File: config.mk
export PLATFORM = sky130hd
export DESIGN_NAME = if_inst_queue
export DESIGN_NICKNAME = d
export VERILOG_FILES = /design/src/rtl/if_inst_queue.sv
export SDC_FILE = /design/constraint.sdc
export NUM_CORES = 1
export LEC_CHECK = 0
export BUFFER_PORTS_ARGS = -buffer_cell sky130_fd_sc_hd__buf_2
export CAP_MARGIN = 20
export CORE_MARGIN = 1
export CORE_UTILIZATION = 45
export CTS_CLUSTER_DIAMETER = 30
export DETAILED_ROUTE_END_ITERATION = 12
export PLACE_DENSITY = 0.64
export SETUP_SLACK_MARGIN = 0.2
export SYNTH_ARGS = -nofsm -noshare
export SYNTH_HDL_FRONTEND = slang
export SYNTH_SLANG_ARGS = --single-unit
File: constraint.sdc
create_clock -name clk -period 3.52 [get_ports clk]
set_input_delay 0.352 -clock clk [delete_from_list [all_inputs] [get_ports clk]]
set_output_delay 0.352 -clock clk [all_outputs]
set_load 0.005 [all_outputs]
File: src/rtl/if_inst_queue.sv
// if_inst_queue: decoupling FIFO that sits between fetch and decode.
// Fetch pushes PC/instruction pairs. Decode receives them through registered
// outputs, which gives a minimum push-to-output latency of two cycles.
// A freeze from decode holds the outputs without blocking pushes.
// A flush (taken branch) empties the queue and the output registers.
// Optional feature: define IFQ_FLUSH_COUNT_EN to add the flush_count output.
// flush_count accumulates, saturating, how many instructions each flush discards.
module if_inst_queue #(
  parameter int DEPTH = 4,
  parameter int WIDTH = 32
) (
  input  logic             clk,
  input  logic             rst,
  input  logic             push,
  input  logic [WIDTH-1:0] push_pc,
  input  logic [WIDTH-1:0] push_inst,
  output logic             full,
  input  logic             freeze,
  input  logic             flush,
  output logic             valid_out,
  output logic [WIDTH-1:0] PC_out,
  output logic [WIDTH-1:0] Instruction_out
`ifdef IFQ_FLUSH_COUNT_EN
  ,
  output logic [15:0]      flush_count
`endif
);

  localparam int AW = (DEPTH > 1) ? $clog2(DEPTH) : 1;
  localparam int CW = $clog2(DEPTH + 1);

  logic [WIDTH-1:0] mem_pc   [DEPTH];
  logic [WIDTH-1:0] mem_inst [DEPTH];
  logic [AW-1:0]    rd_ptr;
  logic [AW-1:0]    wr_ptr;
  logic [CW-1:0]    count;
  logic             push_ok;
  logic             pop_ok;

  // full comes only from the registered count, so it never reacts to a same-cycle pop
  assign full    = (count == CW'(DEPTH));
  assign push_ok = push && !full && !flush;
  assign pop_ok  = !freeze && !flush && (count != '0);

  // Storage has no reset; the pointers and count alone decide what is readable
  always_ff @(posedge clk) begin
    if (push_ok) begin
      mem_pc[wr_ptr]   <= push_pc;
      mem_inst[wr_ptr] <= push_inst;
    end
  end

  // Pointers, occupancy and output registers; flush outranks freeze and push
  always_ff @(posedge clk or negedge rst) begin
    if (!rst) begin
      rd_ptr          <= '0;
      wr_ptr          <= '0;
      count           <= '0;
      valid_out       <= 1'b0;
      PC_out          <= '0;
      Instruction_out <= '0;
    end else if (flush) begin
      rd_ptr          <= '0;
      wr_ptr          <= '0;
      count           <= '0;
      valid_out       <= 1'b0;
      PC_out          <= '0;
      Instruction_out <= '0;
    end else begin
      if (push_ok) begin
        wr_ptr <= wr_ptr + AW'(1);
      end
      if (!freeze) begin
        if (pop_ok) begin
          valid_out       <= 1'b1;
          PC_out          <= mem_pc[rd_ptr];
          Instruction_out <= mem_inst[rd_ptr];
          rd_ptr          <= rd_ptr + AW'(1);
        end else begin
          valid_out       <= 1'b0;
          PC_out          <= '0;
          Instruction_out <= '0;
        end
      end
      case ({push_ok, pop_ok})
        2'b10:   count <= count + CW'(1);
        2'b01:   count <= count - CW'(1);
        default: count <= count;
      endcase
    end
  end

`ifdef IFQ_FLUSH_COUNT_EN
  logic [16:0] flush_sum;

  assign flush_sum = {1'b0, flush_count} + 17'(count) + 17'(valid_out);

  // Each flush adds the queued entries plus any presented instruction, saturating
  always_ff @(posedge clk or negedge rst) begin
    if (!rst) begin
      flush_count <= '0;
    end else if (flush) begin
      flush_count <= flush_sum[16] ? 16'hFFFF : flush_sum[15:0];
    end
  end
`endif

endmodule

Word-level counts from Yosys, hierarchy flattened. Memory sizes are Yosys's and may differ from the RTL's. Index checks and enable logic that the tools add are counted.

$add $sub $neg: 4. Equality and inequality tests: 4. Muxes and demuxes: 18. Reductions and logical operators: 12.

Operator list (number): two-way mux 32 bit (6); two-way mux 2 bit (5); one-hot mux 3 bit (2 select lines) (1); nonzero test 3 bit (2); two-way mux 1 bit (5); adder 2 x 1 -> 2 bit, second input constant (2); logical AND 1 bit (4); nonzero test 2 bit (2); adder 3 x 1 -> 3 bit, second input constant (1); equality test 3 bit, second input constant (1); zero test 1 bit (3); two-way mux 3 bit (1); subtractor 3 x 1 -> 3 bit, second input constant (1); equality test 2 x 1 -> 1 bit, second input constant (1); equality test 2 bit, second input constant (1); != test 2 x 1 -> 1 bit, second input constant (1); AND reduction 2 bit (1).

Register bits: 72. Bits in writable memories: 256. Input port bits: 69. Output and inout bits: 66. Logic and storage cells: 46. Memories: 2.

Memory list: mem_inst (words 4, width 32, rd ports 1, clocked after Yosys merged registers in 0, write ports 1, RTL line 33) `logic [WIDTH-1:0] mem_inst [DEPTH];`; mem_pc (words 4, width 32, rd ports 1, clocked after Yosys merged registers in 0, write ports 1, RTL line 32) `logic [WIDTH-1:0] mem_pc [DEPTH];`.

Longest topological paths before layout.
Depth after elaboration: 7. Gate-level depth with buffers: 8. Depth with buffers taken out: 7.

Worst setup path before layout. OpenSTA, ideal clock, no wires.

Path kind: flip-flop to flip-flop. Start point: register count[2]. End point: memory mem_inst[0][0] (enable). Setup time: 0.429 ns. Arrival: 2.389 ns. Data required time: 3.091 ns. Path slack: 0.702 ns. Stages on the path, launching flop included: 4. Path buffers: 0. Clock period less this slack: 2.818 ns. Cell sequence: dfrtp_1 > nor3b_2 > nor3b_1 > and2_1.

Cells in the longest elaborated chain, start to end: 6.

Ends and longest elaborated chain: start: declaration (RTL line 36) `logic [CW-1:0] count;`; start signal: assignment (RTL line 86) `2'b10: count <= count + CW'(1);`; start signal: assignment (RTL line 87) `2'b01: count <= count - CW'(1);`; start signal: assignment (RTL line 88) `default: count <= count;`; equality test 3 bit (RTL line 41) `assign full = (count == CW'(DEPTH));`; via full (RTL line 17) `output logic full,`; zero test 1 bit (RTL line 42) `assign push_ok = push && !full && !flush;`; logical AND 1 bit (2 in a row) (RTL line 42); two-way mux 1 bit (RTL line 47) `if (push_ok) begin`; two-way mux 1 bit (not written as such) (RTL line 49) `mem_inst[wr_ptr] <= push_inst;`; end: declaration (RTL line 33).

The timed path passes the listed nets, and every way through them passes these cells.

Worst setup path after layout.
Start point: register count[2]. End point: memory mem_inst[2][1] (enable).

Cells in the longest elaborated chain, start to end: 6.

Ends and longest elaborated chain (RTL line): equality test 3 bit (41); zero test 1 bit (42); logical AND 1 bit (2 in a row) (42); two-way mux 1 bit (47); two-way mux 1 bit (not written as such) (49).

Every way passes these cells.

==> flow_summary.rst <==
.. list-table::
   :header-rows: 1

   * - Metric
     - Value
   * - Hold_ws
     - roughly 0.015 ns
   * - Area share of the leading cell type in the synthesized netlist
     - 64.1%
   * - Required @ worst endpoint
     - around 3.7 ns
   * - Setup clock skew after layout
     - 0.0191 ns
   * - Die outline height
     - around 170 um
   * - Root cell of the clock tree
     - sky130_fd_sc_hd__clkbuf_16
   * - Fraction of layout instances using a drive strength above 1
     - between 40% and 50%
   * - Count of filler cells inserted in the layout
     - about 1,900
   * - Synth warnings
     - 0
   * - Launching point of the worst reg2reg path
     - count[2]
   * - Dominant register cell in the synthesized netlist
     - sky130_fd_sc_hd__edfxtp_1
   * - Final worst path period share
     - approximately two thirds
   * - Initial DRC count
     - 320
   * - Cells after synthesis
     - roughly 530
   * - Synthesized-area fraction occupied by xor and xnor cells
     - 0.282%
   * - Number of synthesized register bits
     - 328
   * - Synth area leaders
     - sky130_fd_sc_hd__edfxtp_1, sky130_fd_sc_hd__dfrtp_1, sky130_fd_sc_hd__mux4_2
   * - Effective utilization at floorplan
     - between 40% and 50%
   * - Achievable clock frequency
     - roughly 0.42 GHz
   * - Unrepaired setup endpoints after global routing
     - false
   * - Sequential Area
     - between 9000 and 10,000 sq um
   * - Syn_nets
     - roughly 600
   * - Startpoint type of the worst setup path
     - register
   * - Via count of the first global-routing pass
     - around 6,500
   * - Port Buffers
     - roughly 130
   * - TritonCTS buffer count
     - 58
   * - WP data arrival
     - ~2.6 ns
   * - Multiplexer area fraction after synthesis
     - between 10% and 20%
   * - DPL Wire Length
     - 12,800 um
   * - Final wirelength
     - 23,500 um
   * - Critical path endpoint category
     - register
   * - Routability-driven placement congestion ratio
     - roughly 0.74
   * - Area of the mapped netlist
     - between 10,000 and 15,000 sq um
   * - Chip Width
     - ~170 um
   * - Maximum fanout along the worst path
     - 64
   * - Detailed-routing iteration count for the pre-antenna-repair pass
     - 4
   * - Clock tree from TritonCTS
     - done
   * - Number of buffers inserted by hold repair at cts
     - 4
   * - Path type of the worst min-delay path
     - in -> reg
   * - Simple-gate share of the synthesized area
     - 1.35%
   * - First element of the critical path
     - count[2]
   * - Grt total ovfl
     - 0
   * - Standard cell core area
     - about 26,000 sq um
   * - Average cell area after synthesis
     - 22.7 sq um
   * - Cells on Worst Hold Path
     - 1
   * - Fraction of the yosys area taken by sequential cells
     - about four fifths
   * - Slowest-stage cell, CP
     - sky130_fd_sc_hd__and2_4
   * - Largest net degree at the start of global routing
     - a little over 70
   * - Power per cell area
     - approximately 760 nW/um^2
   * - Static power due to leakage
     - ~5.7 nW
   * - Final setup violation count
     - 0
   * - Transition at the pin with the smallest max-transition slack
     - between 1 and 1.5 ns
   * - Number of buffers inserted by post-CTS setup repair
     - 0
   * - Total global-route track usage
     - roughly 18%
   * - Synthesized-area fraction occupied by ao, oa, aoi and oai cells
     - approximately 5%
   * - Reg-to-reg critical path endpoint
     - mem_inst[2][1]
   * - Clk slew on worst S/H paths
     - approximately 0.050 ns
   * - Critical path's largest stage delay
     - 0.87 ns
   * - Final-report hold violation count
     - 0
   * - Ordered list of cells on the worst path
     - nor3b_2, nor3b_1, and2_4
   * - H-tree levels
     - 2
   * - Min cycle time layout
     - around 2.4 ns
   * - Count of antenna-violating nets left after detailed routing
     - 0
   * - P&R area growth vs syn
     - 27.4%
   * - Post-CTS Resized
     - 0
   * - Synth async-reset ratio
     - approximately 22%
   * - Total DRC errors in the routed layout
     - 0
   * - Insertion delay of the later-clocked pin in the worst-skew pair
     - 0.55 ns
   * - Final setup TNS
     - 0 ns
   * - Via density per instance
     - about 5.4
   * - Last element of the critical path
     - mem_inst[2][1]
   * - Number of flops mapped to enable cells by yosys
     - between 200 and 300
   * - Num ports
     - 135
   * - Number of slew-limit violations in the final report
     - 0
   * - Layout net count
     - approximately 780
   * - Maximum vdd ir drop
     - between 0.4 and 0.5 mV
   * - Category of the critical setup timing path
     - reg -> reg
   * - Global-route wire length before repair
     - around 36,000 um
   * - Number of buffers on the longest clock path
     - 3
   * - Per-cell routed wire length
     - between 20 and 25 um
   * - Synth unique cells
     - 30
   * - Largest family of logic cells by synthesized area
     - multiplexers
   * - Status
     - complete, no violations
   * - Setup slack on the worst flop-to-flop path
     - 1.12 ns
   * - Number of antenna violations at the first check in global routing
     - 5
   * - Total number of vias
     - 5,843
   * - Number of rows in the core area
     - 59
   * - Die area
     - ~27,000 sq um
   * - Leading area contributor after synthesis
     - sky130_fd_sc_hd__edfxtp_1
   * - Sink count of the clock tree
     - roughly 330
   * - Total of max-cap violations
     - 0
   * - Register-to-Register Path Depth
     - 3
   * - Synthesized-area fraction occupied by adder cells
     - less than 1%
   * - Combined area of the multi-input logic cells
     - approximately 2300 sq um
   * - Worst-case headroom to the max-slew limit
     - just over 30%
## cells in the final DEF, fill, tap and decap left out, drive strengths merged, types with 2 or more instances in the layout
cell         instances
ha                   4
nor2                 5
and2                 5
clkinvlp             5
nor2b                3
a22o                64
dlygate4sd3          4
mux4                64
inv                  8
clkbuf              67
edfxtp             256
clkinv              14
xnor2                2
dfrtp               72
mux2i                3
bufinv              16
nor3b                2
nor3                 2
nand2b               4
diode                5
buf                140
nand2                2
## flip-flops by register name (all words and copies together), names as in the netlist
register         count
mem_inst           128
mem_pc             128
Instruction_out     32
PC_out              32
count                3
rd_ptr               2
wr_ptr               2
valid_out            1
## per-layer routing
| layer | track usage, % | share of wire (%) | up-vias | wire, um |
|---|---|---|---|---|
| met2 | 31.0 | 53 | 155 | 12400 |
| met5 | 0 | 0.034 | - | 8 |
| met1 | 22.0 | 39 | 3072 | 9250 |
| li1 | - | - | 2575 | - |
| met4 | 6.42 | 2.1 | 2 | 486 |
| met3 | 4.50 | 5.8 | 39 | 1350 |
## worst min-delay path by stage
stage,end,slack [ns],start
global placement,valid_out,0.46,valid_out
global route,mem_inst[3][24],0.002,push_inst[24]
floorplan,Instruction_out[0],0.06,rst
CTS,mem_pc[0][23],0.0008,push_pc[23]
finish,mem_pc[2][14],0.02,push_pc[14]
detailed placement,valid_out,0.46,valid_out
## critical path, delay by kind of cell (launching register included)
family / cells / cell delay, ns
and+or+nand+nor: 3 / 1.51
DFF: 1 / 0.42
## cell usage after synthesis, types with 2 or more instances
| master | instances |
|---|---|
| sky130_fd_sc_hd__buf_2 | 7 |
| sky130_fd_sc_hd__xnor2_1 | 2 |
| sky130_fd_sc_hd__nor2b_1 | 3 |
| sky130_fd_sc_hd__nor2_1 | 5 |
| sky130_fd_sc_hd__buf_6 | 4 |
| sky130_fd_sc_hd__nand2_1 | 2 |
| sky130_fd_sc_hd__a22o_1 | 64 |
| sky130_fd_sc_hd__ha_1 | 4 |
| sky130_fd_sc_hd__mux2i_1 | 3 |
| sky130_fd_sc_hd__mux4_2 | 64 |
| sky130_fd_sc_hd__edfxtp_1 | 256 |
| sky130_fd_sc_hd__buf_1 | 6 |
| sky130_fd_sc_hd__and2_1 | 5 |
| sky130_fd_sc_hd__clkbuf_1 | 12 |
| sky130_fd_sc_hd__dfrtp_1 | 72 |
| sky130_fd_sc_hd__nand2b_1 | 4 |
| sky130_fd_sc_hd__inv_1 | 2 |
## final cells by class
class	instances	share of cell area, %
antenna	5	0.0819
clock buffer	67	10.1
clock inverter	41	4.36
inverter	2	0.0492
multi-input combinational	168	15.4
sequential	328	62.2
tap	335	2.74
timing repair buffer	144	5.05
## power by group
part | leakage [nW] | internal, mW | switching [mW]
registers | 3.31 | 4.44 | 0.161
clock network | 1.06 | 4.33 | 1.86
logic | 1.38 | 0.416 | 0.389
## through the flow
stage               area [sq um]  util [%]  cells  power, mW  setup slack (ns)
finish                     15300      58.6   1090       11.6              1.12
global route               15300      58.6   1086       12.0             0.942
floorplan                  12000         -    528       5.14             0.702
detailed placement         13000      49.9    973       5.49              1.14
CTS                        15300      58.6   1085       11.7              1.11
global placement           13000      49.9    973       5.45              1.24
## cell families (layout without fill, tap and decap cells)
logic type | after synthesis | count (layout)
DFF | 328 | 328
muxes | 68 | 68
AOI/OAI and AO/OA | 67 | 67
buffers and inverters | 32 | 254
and+or+nand+nor | 25 | 25
adders and majority gates | 5 | 5
xor gates and xnor gates | 3 | 3
other | 0 | 5
(Power assumes the default switching activity.)
